**src/rtl/demux_pkg.sv**
```systemverilog
// demux_pkg: shared defaults, channel state encoding and drop counter width
package demux_pkg;
  localparam int DATA_W_DEF = 8;
  localparam int NUM_CH_DEF = 8;
  localparam int DROP_W = 8;
  typedef enum logic {EMPTY, FULL} ch_state_t;
endpackage

```
**src/rtl/demux_ch_reg.sv**
```systemverilog
// demux_ch_reg: one-word channel holding register with same-cycle drain and refill
module demux_ch_reg
  import demux_pkg::*;
#(
  parameter int DATA_W = DATA_W_DEF
) (
  input  logic              clk,
  input  logic              rst,
  input  logic              load,
  input  logic              ready,
  input  logic [DATA_W-1:0] din,
  output logic              can_accept,
  output logic              valid,
  output logic [DATA_W-1:0] data
);
  ch_state_t state, state_nxt;
  assign valid = state == FULL;
  assign can_accept = state == EMPTY || ready;
  // load wins over drain so a refill in the draining cycle leaves no bubble
  always_comb state_nxt = load ? FULL : (ready ? EMPTY : state);
  always_ff @(posedge clk) begin
    if (rst) begin
      state <= EMPTY;
      data  <= '0;
    end else begin
      state <= state_nxt;
      if (load) data <= din;
    end
  end
endmodule

```
**src/rtl/demux_stream_1_to_n.sv**
```systemverilog
// demux_stream_1_to_n: routes a valid/ready stream to one channel or broadcasts to all;
// out-of-range selects are accepted, discarded and counted.
module demux_stream_1_to_n
  import demux_pkg::*;
#(
  parameter int DATA_W = DATA_W_DEF,
  parameter int NUM_CH = NUM_CH_DEF,
  parameter int SEL_W  = $clog2(NUM_CH)
) (
  input  logic                     clk,
  input  logic                     rst,
  input  logic                     in_valid,
  output logic                     in_ready,
  input  logic [DATA_W-1:0]        in_data,
  input  logic [SEL_W-1:0]         in_sel,
  input  logic                     in_bcast,
  output logic [NUM_CH-1:0]        out_valid,
  input  logic [NUM_CH-1:0]        out_ready,
  output logic [NUM_CH*DATA_W-1:0] out_data,
  output logic [DROP_W-1:0]        drop_cnt
);
  logic [NUM_CH-1:0] hit, can_accept, load;
  logic in_range, xfer;
  always_comb begin
    hit = '0;
    for (int k = 0; k < NUM_CH; k++) hit[k] = in_sel == SEL_W'(k);
  end
  assign in_range = {1'b0, in_sel} < (SEL_W + 1)'(NUM_CH);
  assign in_ready = !rst && (in_bcast ? &can_accept : (in_range ? |(hit & can_accept) : 1'b1));
  assign xfer = in_valid && in_ready;
  assign load = xfer ? (in_bcast ? '1 : (in_range ? hit : '0)) : '0;
  for (genvar g = 0; g < NUM_CH; g++) begin : g_ch
    demux_ch_reg #(.DATA_W(DATA_W)) u_ch (
      .clk       (clk),
      .rst       (rst),
      .load      (load[g]),
      .ready     (out_ready[g]),
      .din       (in_data),
      .can_accept(can_accept[g]),
      .valid     (out_valid[g]),
      .data      (out_data[g*DATA_W +: DATA_W])
    );
  end
  always_ff @(posedge clk) begin
    if (rst) drop_cnt <= '0;
    else if (xfer && !in_bcast && !in_range && drop_cnt != '1) drop_cnt <= drop_cnt + 1'b1;
  end
endmodule

```
**config.mk**
```make
export PLATFORM = sky130hd
export DESIGN_NAME = demux_stream_1_to_n
export DESIGN_NICKNAME = d
export VERILOG_FILES = /design/src/rtl/demux_pkg.sv /design/src/rtl/demux_ch_reg.sv /design/src/rtl/demux_stream_1_to_n.sv
export SDC_FILE = /design/constraint.sdc
export NUM_CORES = 1
export LEC_CHECK = 0
export CAP_MARGIN = 20
export CORE_ASPECT_RATIO = 1.2
export CORE_UTILIZATION = 63
export CTS_CLUSTER_DIAMETER = 30
export DETAILED_ROUTE_END_ITERATION = 12
export DONT_BUFFER_PORTS = 1
export GPL_TIMING_DRIVEN = 0
export PLACE_DENSITY = 0.84
export SLEW_MARGIN = 20
export SYNTH_ARGS = -nofsm -noshare
export SYNTH_HDL_FRONTEND = slang
export SYNTH_SLANG_ARGS = --single-unit
```
**constraint.sdc**
```tcl
create_clock -name clk -period 2.9 [get_ports clk]
set_clock_uncertainty 0.1 [all_clocks]
set_input_delay 0.87 -clock clk [delete_from_list [all_inputs] [get_ports clk]]
set_output_delay 0.87 -clock clk [all_outputs]
set_load 0.005 [all_outputs]
```
==> flow_metrics.tcl <==
set metrics [dict create \
    final_util 0.711 \
    syn-instance-count 304 \
    cpPeakStageDelay_ns 0.27 \
    synth-edff-count 0 \
    worstSetupStartpointType "primary input" \
    postSynth.asyncResetShare 0 \
    mostFrequentLayoutCell "dfxtp_1" \
    routed_wl_um 7060 \
    initial_utilization 0.650 \
    max_cap_violations 0 \
    flip_flop_and_latch_count_after_synthesis 72 \
    smallest_setup_slack_after_layout_ns 0.0990 \
    cts_inserted_buffers 9 \
    cts.htree.levels 3 \
    layout-drive-gt1-share 0.384 \
    yosys_warnings 0 \
    netlist_area_mm2 0.00342 \
    finalNetCount 346 \
    cts_sinks 72 \
    period_share 0.966 \
    row_count 29 \
    worstSkewPairLatency_ns 0.35 \
    whs_endpoint "g_ch[3].u_ch.valid" \
    gp_congestion 0.819 \
    timing_worst_slew_pin_value_ns 0.572 \
    placement.io_buffers 0 \
    post-route-drc-count 0 \
    status "completed" \
    design.core.area_mm2 0.00526 \
    post-dp-hpwl_um 5080 \
    grt_setup_unrepaired "false" \
    max_freq_mhz 357 \
    totalPowerFinal_mw 2.20 \
    initial_antenna_violation_count 0 \
    first_global_vias 2151 \
    grt_max_degree 13 \
    synth_cell_types 32 \
    place_worst_setup_slack_ns -0.142 \
    area_delta_synth_final_pct 9.33 \
    worst_reg2reg_path_depth 6 \
    clk_root_buffer_cell "clkbuf_8" \
    dr_total_vias 2246 \
    post_drt_wl_per_cell_um 18.1 \
    n_antenna_cell 0 \
    reg2reg_slack_ns 0.72 \
    finalWorstPathRequiredPeriod_ns 2.80 \
    grt_first_pass_wirelength_um 10900 \
    die_area_mm2 0.00573 \
    maxSlewHeadroom 0.618 \
    reg2reg_from "g_ch[3].u_ch.valid" \
    cp-end-kind "primary output" \
    num_io_pins 104 \
    fp.dieW_um 69.3 \
    leakage_nw 1.58 \
    routed_via_density 5.76 \
    die_height_um 82.7 \
    ys.flop_type "dfxtp_1" \
    cp_data_arrival_time_ns 1.83 \
    setup_viol 0 \
    cts_tree "built" \
    holdCritPathClass "reg2reg" \
    mostFrequentLayoutCells "dfxtp_1 (72), nor2b_1 (66), mux2_2 (48)" \
    final-hold-violation-count 0 \
    fillers 400 \
    cts_hold_buffers 0 \
    grt-ovfl-total 0 \
    reg2reg_to "g_ch[6].u_ch.data[3]" \
    worst_hold_startpoint "g_ch[3].u_ch.valid" \
    path_max_fanout 10 \
    clock_transition_at_path_regs_ns 0.08 \
    critical_path_type "in2out" \
    required_time_of_the_critical_path_ns 1.93 \
    final_max_slew_viol_count 0 \
    synth.avg_cell_area_um2 11.2 \
    grt_usage 0.249 \
    vdd_drop_max_mv 0.494 \
    worstHoldPathCells 2 \
    max-clock-path-buffers 2 \
    synth_seq_area_share 0.422 \
    drtIter0Drc 100 \
    ant_nets 0 \
    power.density_mw_per_mm2 589 \
    cp_slowest_cell "a32oi_4" \
    critical_path.cell_chain "nand2b_1 -> nand2_1 -> a32oi_4 -> buf_6 -> nor2_1 -> nor3_2" \
    firstDrtPassIters 4 \
]
==> cells by family after synthesis <==
logic type | count (synthesis) | share of synthesized area
other cells | 1 | 0.00110
compound gates | 37 | 0.108
flops | 72 | 0.422
simple gates | 100 | 0.184
buf+inv | 30 | 0.0574
mux | 64 | 0.228
==> Yosys cell counts, types with 2 or more instances <==
cell type  instances  area, um2
nand4_2            2       25.0
o211ai_4           2       42.5
nand3b_1           3       22.5
nand2b_1           7       43.8
o211ai_2           7       87.6
clkbuf_1           8       30.0
mux2_4            16        240
mux2_2            48        541
buf_6              3       33.8
o31ai_1            2       15.0
o31ai_2            6       75.1
a21oi_1            9       45.0
buf_4             16        120
o211ai_1           7       52.6
nand2_1            7       26.3
a31o_2             2       17.5
nand3_1            2       10.0
nor2b_1           67        419
dfxtp_1           72       1440
nor2_1             6       22.5
==> final cells by class <==
class | count | area (um2) | area share
Sequential cell | 72 | 1440 | 0.386
Multi-Input combinational cell | 209 | 1820 | 0.486
Buffer | 29 | 193 | 0.0515
Clock inverter | 5 | 56.3 | 0.0151
Inverter | 1 | 3.75 | 0.00100
Clock buffer | 11 | 141 | 0.0378
Timing Repair Buffer | 1 | 7.51 | 0.00201
Tap cell | 62 | 77.6 | 0.0207
==> metal layers <==
metal	track usage	vias to the layer above	routed length, um
met1	0.277	1088	2860
met5	0	-	0
met2	0.430	77	3520
met4	0.110	0	107
li1	-	1072	-
met3	0.0922	9	575
==> report_power, final <==
group	switching (mW)	internal, mW	total, mW
registers	0.0497	1.06	1.11
clock network	0.373	0.419	0.792
logic	0.145	0.158	0.303
total	0.567	1.64	2.20
==> timing repair <==
action,in CTS,in global routing
setup buffers,1,0
pin swaps,1,0
gates resized for setup,0,2
setup endpoints to repair,1,1
==> worst max-delay path by stage <==
| stage | start | end | slack (ns) | depth (start not counted) |
|---|---|---|---|---|
| floorplan | in_sel[2] | in_ready | 0.001 | 7 |
| global placement | in_sel[2] | in_ready | -0.14 | 7 |
| detailed placement | in_sel[2] | in_ready | -0.14 | 7 |
| CTS | in_sel[2] | in_ready | 0.04 | 7 |
| global route | out_ready[1] | in_ready | 0.03 | 6 |
| finish | out_ready[2] | in_ready | 0.1 | 6 |
==> critical path: cells and delay by family <==
kind | cells | cell delay [ns]
buf+inv | 1 | 0.19
compound gates | 1 | 0.27
simple gates | 4 | 0.50
==> through the flow <==
step | TNS (ns) | instance area (um2) | hold slack (ns) | std cells
detailed placement | -0.142 | 3530 | 0.432 | 373
global route | 0 | 3740 | 0.458 | 390
finish | 0 | 3740 | 0.438 | 390
global placement | -0.142 | 3530 | 0.415 | 373
floorplan | 0 | 3450 | 0.390 | 311
CTS | 0 | 3730 | 0.443 | 390
==> flip-flops by register name, summed over array words and instances, names as in the netlist <==
name             flops
g_ch.u_ch.data      64
g_ch.u_ch.valid      8
Note: power is estimated with default switching activity, not from simulation.
